[src/rtl/car_sensor_conditioner.sv]
// car_sensor_conditioner
//   Conditions the raw country-road loop detector into the traffic
//   controller's x input: synchronise, debounce, count arrivals, and drain
//   the count while the country light is green.
//
// Ports:
//   clock      in   sole clock, rising edge
//   clear      in   synchronous active-high reset
//   loop_raw   in   asynchronous loop-detector level (1 = vehicle on loop)
//   cntry[1:0] in   country light state, 2'd2 = GREEN
//   x          out  registered, high while car_count != 0
//   car_count  out  cars queued (saturating)
//   car_event  out  one-cycle pulse per accepted arrival
//   overflow   out  sticky, arrival seen while count was at maximum
module car_sensor_conditioner #(
    parameter int DEBOUNCE_CYCLES = 4,
    parameter int DRAIN_CYCLES    = 6,
    parameter int COUNT_WIDTH     = 4
) (
    input  logic                   clock,
    input  logic                   clear,
    input  logic                   loop_raw,
    input  logic [1:0]             cntry,
    output logic                   x,
    output logic [COUNT_WIDTH-1:0] car_count,
    output logic                   car_event,
    output logic                   overflow
);
    localparam int DW = $clog2(DEBOUNCE_CYCLES + 1);
    localparam int TW = $clog2(DRAIN_CYCLES + 1);
    localparam logic [DW-1:0]          DCNT_LAST = DW'(DEBOUNCE_CYCLES - 1);
    localparam logic [TW-1:0]          TCNT_LAST = TW'(DRAIN_CYCLES - 1);
    localparam logic [COUNT_WIDTH-1:0] CNT_MAX   = '1;
    localparam logic [1:0]             GREEN     = 2'd2;

    logic                   s1_q, s1_d, s2_q, s2_d;
    logic                   lvl_q, lvl_d;
    logic [DW-1:0]          dcnt_q, dcnt_d;
    logic [TW-1:0]          tcnt_q, tcnt_d;
    logic [COUNT_WIDTH-1:0] count_q, count_d;
    logic                   x_q, x_d;
    logic                   event_q, event_d;
    logic                   ovf_q, ovf_d;
    logic                   arrival, tick;

    always_comb begin
        s1_d    = loop_raw;
        s2_d    = s1_q;
        lvl_d   = lvl_q;
        dcnt_d  = dcnt_q;
        tcnt_d  = '0;
        tick    = 1'b0;
        count_d = count_q;
        ovf_d   = ovf_q;

        // dcnt counts consecutive samples disagreeing with the accepted level;
        // any agreeing sample restarts the persistence window.
        if (s2_q == lvl_q) begin
            dcnt_d = '0;
        end else if (dcnt_q == DCNT_LAST) begin
            lvl_d  = s2_q;
            dcnt_d = '0;
        end else begin
            dcnt_d = dcnt_q + 1'b1;
        end
        arrival = lvl_d & ~lvl_q;

        // Drain timer only runs on GREEN with cars waiting, so a tick can
        // never hit an empty queue.
        if (cntry == GREEN && count_q != '0) begin
            if (tcnt_q == TCNT_LAST) tick = 1'b1;
            else                     tcnt_d = tcnt_q + 1'b1;
        end

        if (arrival && count_q == CNT_MAX) ovf_d = 1'b1;
        if (arrival && !tick) begin
            if (count_q != CNT_MAX) count_d = count_q + 1'b1;
        end else if (tick && !arrival) begin
            count_d = count_q - 1'b1;
        end

        x_d     = (count_d != '0);
        event_d = arrival;
    end

    always_ff @(posedge clock) begin
        if (clear) begin
            s1_q    <= 1'b0;
            s2_q    <= 1'b0;
            lvl_q   <= 1'b0;
            dcnt_q  <= '0;
            tcnt_q  <= '0;
            count_q <= '0;
            x_q     <= 1'b0;
            event_q <= 1'b0;
            ovf_q   <= 1'b0;
        end else begin
            s1_q    <= s1_d;
            s2_q    <= s2_d;
            lvl_q   <= lvl_d;
            dcnt_q  <= dcnt_d;
            tcnt_q  <= tcnt_d;
            count_q <= count_d;
            x_q     <= x_d;
            event_q <= event_d;
            ovf_q   <= ovf_d;
        end
    end

    assign x         = x_q;
    assign car_count = count_q;
    assign car_event = event_q;
    assign overflow  = ovf_q;
endmodule

[config.mk]
export PLATFORM = sky130hd
export DESIGN_NAME = car_sensor_conditioner
export DESIGN_NICKNAME = d
export VERILOG_FILES = /design/src/rtl/car_sensor_conditioner.sv
export SDC_FILE = /design/constraint.sdc
export NUM_CORES = 1
export LEC_CHECK = 0
export CAP_MARGIN = 20
export CORE_UTILIZATION = 25
export CTS_CLUSTER_DIAMETER = 50
export CTS_CLUSTER_SIZE = 25
export DETAILED_ROUTE_END_ITERATION = 7
export GPL_ROUTABILITY_DRIVEN = 0
export SYNTH_ARGS = -nofsm -noshare
export SYNTH_HDL_FRONTEND = slang
export SYNTH_SLANG_ARGS = --single-unit
[constraint.sdc]
create_clock -name clock -period 2.1 [get_ports clock]
set_clock_uncertainty 0.1 [all_clocks]
set_input_delay 0.42 -clock clock [delete_from_list [all_inputs] [get_ports clock]]
set_output_delay 0.42 -clock clock [all_outputs]
set_load 0.02 [all_outputs]
==> qor.json <==
{
  "design.portCount": 12,
  "worst_skew_pair.late_latency_ns": 0.28,
  "layout_fillers": 299,
  "flip_flop_cell_with_the_highest_count_after_synthesis": "dfxtp_1",
  "vias": 645,
  "maxCapViolations": 0,
  "cts.path.max_buffers": 2,
  "tightestPinTransition_ns": 0.286,
  "floorplan.die.height_um": 57.1,
  "crit_family": "simple AND/OR/NAND/NOR gates",
  "power-per-cell-area_nw_per_um2": 491,
  "drive_gt1_share_pct": 31.1,
  "cts_root_buf": "clkbuf_4",
  "synth_top_cells_by_area": "dfxtp_1 (42%), ha_1 (9.9%), nor2_1 (5.9%)",
  "ys_seq_elements": 16,
  "timing.max_slew.rel_slack_pct": 80.9,
  "timing.fmax_mhz": 495,
  "synth_cells": 81,
  "synth.cell_area_um2": 758,
  "antenna_violations_before_repair": 0,
  "setup_slack_of_the_critical_path_after_layout_ns": 0.0788,
  "drt-initial-drc-count": 5,
  "report.final.setup_viol": 0,
  "hpwlAfterDp_mm": 1.14,
  "timing_max_transition_violations_final": 0,
  "start_kind": "flop",
  "die_area_um2": 3260,
  "synth.distinct_cells": 28,
  "net_count_after_synthesis": 92,
  "timing.critical_path.cells": "ha_2 > ha_4 > nand3b_1 > or3_1 > nand2b_1 > a31oi_2 > a41oi_2",
  "wirelength_mm": 1.51,
  "worst-path-max-fanout": 5,
  "synth_top_area_share_pct": 42.2,
  "grt_first_pass_wirelength_mm": 2.36,
  "arrival_time_reported_for_the_critical_path_endpoint_ns": 2.08,
  "postRouteAntennaNets": 0,
  "num-nets-final": 115,
  "routed_wire_length_per_instance_um": 11.3,
  "core_area_um2": 2810,
  "area.growth.synth_to_final_pct": 39.8,
  "gr-total-overflow": 0,
  "number_of_global_route_vias_before_repair": 624,
  "number_of_synthesized_flops_with_an_enable_pin": 0,
  "multi_input_area_um2": 439,
  "htree_levels": 1,
  "synth.yosys.seq_area_share_pct": 42.2,
  "grt_max_degree": 11,
  "diodes": 0,
  "fin_crit_ns": 2.02,
  "seq_area_um2": 323,
  "initial_core_util_pct": 27.0,
  "slowest_stage": "or3_1",
  "route.detailed.drc": 2,
  "max-vdd-ir-drop_mv": 0.314,
  "cts_inserted_buffers": 3,
  "critical-path-max-stage-delay_ns": 0.45,
  "period_share_pct": 96.2,
  "hold_viol_final": 0,
  "place.detailed.instances": 127,
  "timing.setup.critical_path_class": "reg2reg",
  "worstPathBufferInverterCount": 0,
  "std_cell_rows": 19,
  "clk_transition_reported_paths_ns": 0.09,
  "post_cts_hold_buffer_count": 0,
  "detail_route.vias_per_cell": 4.81,
  "drt-pass1-iter-count": 8,
  "status": "complete, but fails checks",
  "fin_cells": 134,
  "violations": "design-rule violations",
  "tritoncts": "yes",
  "die_width_um": 57.1,
  "power_leakage_nw": 0.396,
  "numPortBuffers": 11,
  "dp_slack_ns": -0.101,
  "post_synth.cell_area_avg_um2": 9.36,
  "holdCritPathClass": "reg2reg",
  "cp-end-kind": "flop",
  "ys_warn_count": 0,
  "tritoncts_num_sinks": 16,
  "grt_usage_pct": 9.29,
  "cp_data_required_time_ns": 2.16,
  "synth_area_leader_cell": "dfxtp_1",
  "async_reset_ff_share_pct": 0
}
logic make-up (layout without fill, tap and decap cells):
kind of cell             count (synthesis)  after routing  synth area share, %
AND/OR/NAND/NOR                         30             30                 21.8
flip-flops                              16             16                 42.2
AO/OA/AOI/OAI                           14             14                 13.9
buffers and inverters                   11             33                 7.43
adder cells (fa/ha/maj)                  6              6                 9.90
XOR/XNOR                                 3              3                 3.47
multiplexers                             1              1                 1.32
worst reg2reg max path: cells and delay by family (launching register included):
kind	cells	cell delay [ns]
AOI/OAI and AO/OA	2	0.32
and+or+nand+nor	3	0.82
adders and majority gates	2	0.32
DFF	1	0.34
layer usage:
metal / vias up / part of all wire, % / global-route usage, %
met3: 2 / 4.2 / 2.72
li1: 322 / - / -
met4: 0 / 0.46 / 4.18
met1: 309 / 41 / 8.96
met5: - / 0 / 0
met2: 12 / 55 / 18.0
through the flow:
step	hold WS (ns)	utilization [%]	TNS (ns)	power [mW]	instance area [um^2]
after CTS	0.332	34.7	0	0.530	973
final	0.305	37.8	0	0.520	1060
after floorplan	0.299	-	0	0.320	758
after global routing	0.324	37.8	-0.0166	0.553	1060
after detailed placement	0.318	33.4	-0.128	0.331	937
after global placement	0.307	33.4	-0.0824	0.330	937
layout make-up:
cell class | count | share of cell area [%]
Sequential cell | 16 | 30.5
Clock buffer | 4 | 3.42
Multi-Input combinational cell | 54 | 41.4
Tap cell | 31 | 3.66
Timing Repair Buffer | 22 | 18.5
Inverter | 7 | 2.48
repair_timing:
item / 4_1_cts / 5_1_grt
endpoints found under the setup margin: 0 / 1
setup buffers: 0 / 3
gates resized for setup: 0 / 15
state kept, by name (all words and copies together), names as in the netlist:
| signal | cells |
|---|---|
| s2_q | 1 |
| overflow | 1 |
| x | 1 |
| car_count | 4 |
| lvl_q | 1 |
| s1_q | 1 |
| tcnt_q | 3 |
| car_event | 1 |
| dcnt_q | 3 |
synthesized netlist by cell type, types with 3 or more instances:
cell / count
ha_1: 6
xnor2_1: 3
nor2_1: 12
inv_1: 7
dfxtp_1: 16
a21oi_1: 6
path summary, 6_finish.rpt:
path              depth (start not counted)        end  slack [ns]       from
setup / recovery                          7          x        0.08  dcnt_q[0]
setup reg to reg                          7          x        0.08  dcnt_q[0]
hold reg to reg                           1  dcnt_q[0]        0.30  dcnt_q[0]
hold / removal                            1  dcnt_q[0]        0.30  dcnt_q[0]
where the power goes:
part | switching [mW] | total, mW | internal [mW] | leakage [nW]
clock | 0.0913 | 0.197 | 0.105 | 0.0210
sequential | 0.00109 | 0.307 | 0.306 | 0.130
combinational | 0.00616 | 0.0166 | 0.0104 | 0.245
total | 0.0986 | 0.520 | 0.421 | 0.396
cells in the final DEF (no fill, tap or decap), types with 3 or more instances in the layout:
cell type / netlist / layout
ha_1: 6 / 3
a21oi_1: 6 / 5
nor2_1: 12 / 12
clkdlybuf4s50_1: 0 / 11
buf_4: 0 / 10
inv_1: 7 / 6
dfxtp_1: 16 / 14
clkbuf_4: 0 / 3
(Power assumes the default switching activity.)
